--- config.mk ---
export PLATFORM = sky130hd
export DESIGN_NAME = uart_rx
export DESIGN_NICKNAME = d
export VERILOG_FILES = /design/src/rtl/uart_rx.sv
export SDC_FILE = /design/constraint.sdc
export NUM_CORES = 1
export LEC_CHECK = 0
export ABC_CLOCK_PERIOD_IN_PS = 2500
export CORE_MARGIN = 2
export CORE_UTILIZATION = 33
export DETAILED_ROUTE_END_ITERATION = 7
export PLACE_DENSITY = 0.51
export SLEW_MARGIN = 20
export SYNTH_ARGS = -nofsm -noshare
export SYNTH_HDL_FRONTEND = slang
export SYNTH_SLANG_ARGS = --single-unit
--- constraint.sdc ---
create_clock -name i_clk -period 2.5 [get_ports i_clk]
set_input_delay 0.25 -clock i_clk [delete_from_list [all_inputs] [get_ports i_clk]]
set_output_delay 0.25 -clock i_clk [all_outputs]
set_load 0.01 [all_outputs]
--- src/rtl/uart_rx.sv ---
// 8N1 UART receiver with a valid/ready byte output, framing-error and overrun pulses.
// Define UART_RX_PARITY_EN for 8E1 frames (even parity check, o_parity_err).
`timescale 1ns/1ps
module uart_rx #(
  parameter int unsigned clk_freq_hz = 27000000,
  parameter int unsigned baud_rate   = 9600
) (
  input  logic       i_clk,
  input  logic       i_rst,
  input  logic       i_uart_rx,
  output logic [7:0] o_data,
  output logic       o_valid,
  input  logic       i_ready,
  output logic       o_frame_err,
  output logic       o_overrun,
  output logic       o_parity_err
);

  localparam int unsigned BIT_CYCLES  = clk_freq_hz / baud_rate;
  localparam int unsigned HALF_CYCLES = BIT_CYCLES / 2;
  localparam int unsigned CNT_W       = $clog2(BIT_CYCLES) + 1;

  typedef enum logic [2:0] {
    S_IDLE   = 3'd0,
    S_START  = 3'd1,
    S_DATA   = 3'd2,
`ifdef UART_RX_PARITY_EN
    S_PARITY = 3'd3,
`endif
    S_STOP   = 3'd4,
    S_BREAK  = 3'd5
  } state_t;

  logic             r_sync1;
  logic             r_sync2;
  state_t           r_state;
  state_t           w_state_next;
  logic [CNT_W-1:0] r_cnt;
  logic [CNT_W-1:0] w_cnt_next;
  logic [2:0]       r_bit_idx;
  logic [2:0]       w_idx_next;
  logic [7:0]       r_shift;
  logic [7:0]       w_shift_next;
  logic             w_rx_s;
  logic             w_expired;
  logic             w_deliver;
  logic             w_frame_err;
`ifdef UART_RX_PARITY_EN
  logic             r_par_err;
  logic             w_par_next;
`endif

  assign w_rx_s    = r_sync2;
  assign w_expired = (r_cnt == '0);

  // Two-flop synchronizer for the asynchronous line; idles high
  always_ff @(posedge i_clk) begin
    if (i_rst) begin
      r_sync1 <= 1'b1;
      r_sync2 <= 1'b1;
    end else begin
      r_sync1 <= i_uart_rx;
      r_sync2 <= r_sync1;
    end
  end

  always_ff @(posedge i_clk) begin
    if (i_rst) begin
      r_state   <= S_IDLE;
      r_cnt     <= '0;
      r_bit_idx <= '0;
      r_shift   <= '0;
`ifdef UART_RX_PARITY_EN
      r_par_err <= 1'b0;
`endif
    end else begin
      r_state   <= w_state_next;
      r_cnt     <= w_cnt_next;
      r_bit_idx <= w_idx_next;
      r_shift   <= w_shift_next;
`ifdef UART_RX_PARITY_EN
      r_par_err <= w_par_next;
`endif
    end
  end

  // Next state: every sample is taken when the down-counter expires mid-bit
  always_comb begin
    w_state_next = r_state;
    w_cnt_next   = r_cnt;
    w_idx_next   = r_bit_idx;
    w_shift_next = r_shift;
    w_deliver    = 1'b0;
    w_frame_err  = 1'b0;
`ifdef UART_RX_PARITY_EN
    w_par_next   = r_par_err;
`endif
    case (r_state)
      S_IDLE: begin
        if (!w_rx_s) begin
          w_cnt_next   = CNT_W'(HALF_CYCLES - 1);
          w_state_next = S_START;
        end
      end
      S_START: begin
        if (w_expired) begin
          if (!w_rx_s) begin
            w_cnt_next   = CNT_W'(BIT_CYCLES - 1);
            w_idx_next   = 3'd0;
            w_state_next = S_DATA;
          end else begin
            w_state_next = S_IDLE;
          end
        end else begin
          w_cnt_next = r_cnt - CNT_W'(1);
        end
      end
      S_DATA: begin
        if (w_expired) begin
          w_shift_next = {w_rx_s, r_shift[7:1]};
          w_cnt_next   = CNT_W'(BIT_CYCLES - 1);
          w_idx_next   = r_bit_idx + 3'd1;
          if (r_bit_idx == 3'd7) begin
`ifdef UART_RX_PARITY_EN
            w_state_next = S_PARITY;
`else
            w_state_next = S_STOP;
`endif
          end
        end else begin
          w_cnt_next = r_cnt - CNT_W'(1);
        end
      end
`ifdef UART_RX_PARITY_EN
      S_PARITY: begin
        if (w_expired) begin
          w_par_next   = w_rx_s ^ (^r_shift);
          w_cnt_next   = CNT_W'(BIT_CYCLES - 1);
          w_state_next = S_STOP;
        end else begin
          w_cnt_next = r_cnt - CNT_W'(1);
        end
      end
`endif
      S_STOP: begin
        if (w_expired) begin
          if (w_rx_s) begin
            w_deliver    = 1'b1;
            w_state_next = S_IDLE;
          end else begin
            w_frame_err  = 1'b1;
            w_state_next = S_BREAK;
          end
        end else begin
          w_cnt_next = r_cnt - CNT_W'(1);
        end
      end
      S_BREAK: begin
        if (w_rx_s) w_state_next = S_IDLE;
      end
      default: w_state_next = S_IDLE;
    endcase
  end

  // Output register: a byte is dropped (overrun) if the previous one is still held
  always_ff @(posedge i_clk) begin
    if (i_rst) begin
      o_data       <= '0;
      o_valid      <= 1'b0;
      o_frame_err  <= 1'b0;
      o_overrun    <= 1'b0;
`ifdef UART_RX_PARITY_EN
      o_parity_err <= 1'b0;
`endif
    end else begin
      o_frame_err  <= w_frame_err;
      o_overrun    <= 1'b0;
`ifdef UART_RX_PARITY_EN
      o_parity_err <= 1'b0;
`endif
      if (w_deliver) begin
        if (!o_valid || i_ready) begin
          o_data       <= r_shift;
          o_valid      <= 1'b1;
`ifdef UART_RX_PARITY_EN
          o_parity_err <= r_par_err;
`endif
        end else begin
          o_overrun <= 1'b1;
        end
      end else if (o_valid && i_ready) begin
        o_valid <= 1'b0;
      end
    end
  end

`ifndef UART_RX_PARITY_EN
  assign o_parity_err = 1'b0;
`endif

endmodule

# == Word level (Yosys, flattened, before mapping) ==
# Cells that the tools add are included.
# totals
ff_bits,40
inputBits,4
out_inout_bits,12
# classes
add_sub_neg,2
eq_ne,15
mux,27
n_bitwise,3
n_reduce_logical,16
# op_table
op,count
13-bit two-way mux,5
13-bit one-hot mux with 4 select lines,1
3-bit two-way mux,10
"2-bit inequality test, second input constant",8
3-bit one-hot mux with 5 select lines,1
13-bit logical NOT,1
"13-bit by 1-bit subtractor with 13-bit output, second input constant",1
"3-bit equality test, second input constant",3
1-bit two-way mux,8
4-bit AND reduction,2
3-bit one-hot mux with 2 select lines,1
2-bit AND reduction,3
6-bit AND reduction,1
2-bit nonzero test,2
4-bit nonzero test,1
"3-bit by 1-bit adder with 3-bit output, second input constant",1
"3-bit by 1-bit equality test with 1-bit output, second input constant",1
"3-bit by 2-bit equality test with 1-bit output, second input constant",1
3-bit logical NOT,1
"3-bit inequality test, second input constant",1
1-bit NOT,3
3-bit OR reduction,1
2-bit two-way mux,1
"2-bit by 1-bit inequality test with 1-bit output, second input constant",1
other kinds (4),4

# == Longest topological paths before layout ==
# logic_depth
depth_word,5
depth_mapped,8
depth_no_buf,7

# == Worst setup path after synthesis ==
# Ideal clock, no wire load.
# synth_timing
kind,register to register
from,register r_cnt[0]
to,register r_bit_idx[1]
setup_ps,128
arrival_ps,1661
t_required_ps,2372
path_slack_ps,711
path_stages_with_launch,8
n_path_buf,0
path_cell_list,dfxtp_1 > inv_1 > ha_1 > or4b_4 > nor3_4 > nand3b_1 > a22oi_1 > nor2_1
# synth_via
elab_chain_cells,3
# synth_lines
element,line_no,text
start: declaration,38,logic [CNT_W-1:0] r_cnt;
start signal: assignment,78,r_cnt <= w_cnt_next;
13-bit logical NOT *,54,assign w_expired = (r_cnt == '0);
2-bit inequality test (no line),n/a,
4-bit AND reduction (no line) *,n/a,
end signal: assignment,79,r_bit_idx <= w_idx_next;
end: declaration,40,logic [2:0] r_bit_idx;
# Mark *: on every way between the ends. The rest lies on a longest branch, timed or not.
# A chain may end at the register's enable or synchronous reset.

# == Final worst setup path ==
# layout_timing
from,register r_cnt[0]
to,register r_cnt[3]
# layout_via
elab_chain_cells,3
# layout_lines
element,line_no,text
13-bit by 1-bit subtractor with 13-bit output / 13-bit logical NOT (equally long branches),n/a,
"13-bit two-way mux, or another cell as far along",146,if (w_expired) begin
13-bit one-hot mux with 4 select lines / 4-bit AND reduction (equally long branches),n/a,
# Parallel ways exist; a longest one is shown, timed or not. The select of a mux whose other input is x is not followed.

==> summary.md <==
| Metric | Value |
|---|---|
| Status | `finished clean` |
| FF-to-FF setup slack | `400 ps` |
| Sequential element share of the synthesized area | `around 40%` |
| H-tree Lvls | `2` |
| Layout Area Growth over Synthesis | `14.1%` |
| Origin of the critical flop-to-flop path | `r_cnt[0]` |
| Max_cap viols | `0` |
| Leakage | `0.771 nW` |
| Peak VDD IR | `0.000305 V` |
| Pre-antenna DRT Iters | `4` |
| CTS tree | `yes` |
| Synth Net Count | `225` |
| Nets | `approximately 240` |
| Worst Max-Slew Pin Slew | `around 670 ps` |
| Skew final | `5.27 ps` |
| Clk_lat worst skew | `290 ps` |
| FF+latch area | `between 800 and 900 um2` |
| PortBufs | `14` |
| Multi-input logic area | `0.00111 mm2` |
| Largest net degree at the start of global routing | `19` |
| Resize count post-CTS | `0` |
| Worst hold slack | `416 ps` |
| Via count | `1552` |
| Setup crit start kind | `register` |
| Die height | `about 82 um` |
| Ant. Diodes | `0` |
| Crit path arrival time | `2290 ps` |
| CP endpoint kind | `register` |
| Unrepaired setup endpoints after global routing | `false` |
| Post-synthesis cell area | `around 0.0020 mm2` |
| Hold Path Depth | `1` |
| Power Dens Cells | `between 600 and 700 mW/mm2` |
| Starting Density | `about a third` |
| Relative slew slack | `54.9%` |
| Setup_tns | `0 ps` |
| Layout cells sized above 1 | `roughly 16%` |
| Cell count after synthesis | `217` |
| Met2 routed WL | `1.77 mm` |
| Congestion Overflow GR | `0` |
| Required time of the critical path | `2690 ps` |
| Wire length per cell | `13.6 um` |
| Max-slew violation count | `0` |
| Ys flop type | `dfxtp_1` |
| Hold_buf cts | `0` |
| Post-detail-place hpwl | `2.84 mm` |
| Max layer used | `met4` |
| FP Rows | `28` |
| Initial antenna violation count | `0` |
| Hold WC Path Type | `reg -> reg` |
| Vias/cell | `5.09` |
| Fmax | `0.476 GHz` |
| Post-synthesis register bit count | `40` |
| Reg2reg end | `r_cnt[3]` |
| Vias in the first global route | `1464` |
| Routability cong. | `around 0.85` |
| Clock Sinks | `40` |
| Yosys warnings | `0` |
| M1 wire length | `2.11 mm` |
| Clock-pin transition on the worst setup and hold timing paths | `70 ps` |
| Die area | `0.00679 mm2` |
| Post-route ant nets | `0` |
| Num CTS Buffers | `5` |
| First-pass GRT wire length | `6.98 mm` |
| Asr flop ratio synth | `0%` |
| Final setup viols | `0` |
| Max Buffers Root-to-Sink | `2` |
| Number of remaining DRC errors | `0` |
| Setup Crit Path Kind | `reg -> reg` |
| FILL cells | `596` |
| Post-Syn Area per Cell | `just over 9 um2` |
| GRT Total Usage | `13.6%` |
| Critical Path Fanout Max | `14` |
| Yosys cell types | `56` |
| Final min period | `2100 ps` |
| Final hold vios | `0` |
| Number of flops mapped to enable cells by yosys | `0` |
| Core region area | `0.00592 mm2` |
| Root buffer cell | `clkbuf_8` |
| Die Width | `82.4 um` |
| Initial DRC Count | `72` |
| Post CTS Setup Buffer Count | `0` |
| # IOs | `16` |
| Hold Path Sink | `r_sync2` |
| Min-delay src | `r_sync1` |
| DRT Wirelength | `approximately 4.1 mm` |
| Met3 routed WL | `183 um` |
| Final period util | `84.1%` |
| R2R cell count | `7` |
[worst max-delay path: stages (launching register included)]
cell	delay [ps]
dfxtp_1	340
inv_1	80
ha_1	160
nor4b_2	390
nand3_4	200
a21o_1	400
o21a_1	180
o221a_2	230
[registers in the layout (all words and copies together) (netlist names)]
name and cells:
r_shift 8, o_frame_err 1, r_sync2 1, o_overrun 1, o_data 8, o_valid 1, r_cnt 13, r_bit_idx 3
r_sync1 1, r_state 3
[Yosys cell counts, types with 3 or more instances]
cell / n / area (um2)
buf_6: 4 / 45.0
o21ai_1: 3 / 15.0
o21ai_0: 9 / 45.0
nand2_1: 11 / 41.3
clkbuf_1: 5 / 18.8
nand2b_1: 5 / 31.3
a211oi_1: 3 / 22.5
a21oi_1: 10 / 50.1
inv_1: 8 / 30.0
ha_1: 4 / 50.1
nand3_1: 4 / 20.0
nor3_2: 3 / 30.0
a221oi_2: 3 / 45.0
or2_2: 3 / 18.8
nor4_1: 4 / 25.0
nor3_1: 5 / 25.0
nand3b_1: 3 / 22.5
nor2_1: 28 / 105
dfxtp_1: 40 / 801
mux2i_1: 17 / 170
[report_power, final]
part	switching, mW	internal (mW)	total [mW]
combinational	0.188	0.123	0.311
clock	0.222	0.296	0.518
sequential	0.0409	0.660	0.701
[layout make-up]
class / instances / share of cell area, %
Clock inverter: 2 / 1.51
Tap cell: 75 / 4.05
Multi-Input combinational cell: 155 / 47.8
Sequential cell: 40 / 34.6
Timing Repair Buffer: 19 / 7.67
Clock buffer: 6 / 3.13
Inverter: 8 / 1.30
[routing by layer]
layer / vias up / global-route usage (%)
met2: 25 / 20.2
met1: 712 / 18.0
met5: - / 0
li1: 806 / -
met3: 9 / 4.35
met4: 0 / 6.00
[through the flow]
step | cell area [um2] | utilization [%] | worst slack [ps] | cells | total power [mW]
after floorplan | 2030 | - | 711 | 217 | 0.972
after global placement | 2210 | 37.3 | 467 | 297 | 1.03
after detailed placement | 2210 | 37.3 | 421 | 297 | 1.03
after CTS | 2320 | 39.1 | 379 | 305 | 1.55
after global routing | 2320 | 39.1 | 213 | 305 | 1.61
final | 2320 | 39.1 | 398 | 305 | 1.53
[worst max path at each step]
stage                     startpoint      endpoint  cells past startpoint
after global placement      r_cnt[0]      r_cnt[3]                      7
after floorplan             r_cnt[0]  r_bit_idx[1]                      7
after detailed placement    r_cnt[0]      r_cnt[3]                      7
after CTS                   r_cnt[0]      r_cnt[3]                      7
final                       r_cnt[0]      r_cnt[3]                      7
after global routing        r_cnt[0]      r_cnt[3]                      7
[cell usage in the layout (no fill, tap or decap), drive strengths merged, types with 3 or more instances in the layout]
| cell | count |
|---|---|
| nand3b | 3 |
| ha | 4 |
| nor2 | 29 |
| mux2i | 17 |
| nor3 | 9 |
| a21oi | 12 |
| inv | 8 |
| or2 | 3 |
| nand2b | 5 |
| nor3b | 3 |
| nor4 | 6 |
| buf | 5 |
| a221oi | 4 |
| a211oi | 3 |
| or4 | 3 |
| nand2 | 12 |
| nand3 | 5 |
| dfxtp | 40 |
| o21ai | 13 |
| clkbuf | 6 |
| clkdlybuf4s50 | 14 |
[kinds of logic after synthesis]
logic type                 count (synthesis)  synth area share (%)
and+or+nand+nor                           85                  26.0
AOI/OAI and AO/OA                         47                  17.1
DFF                                       40                  39.5
buffers and inverters                     22                  6.04
muxes                                     17                  8.38
adders and majority gates                  4                  2.47
other                                      1                 0.185
xor gates and xnor gates                   1                 0.432
(Power assumes the default switching activity.)
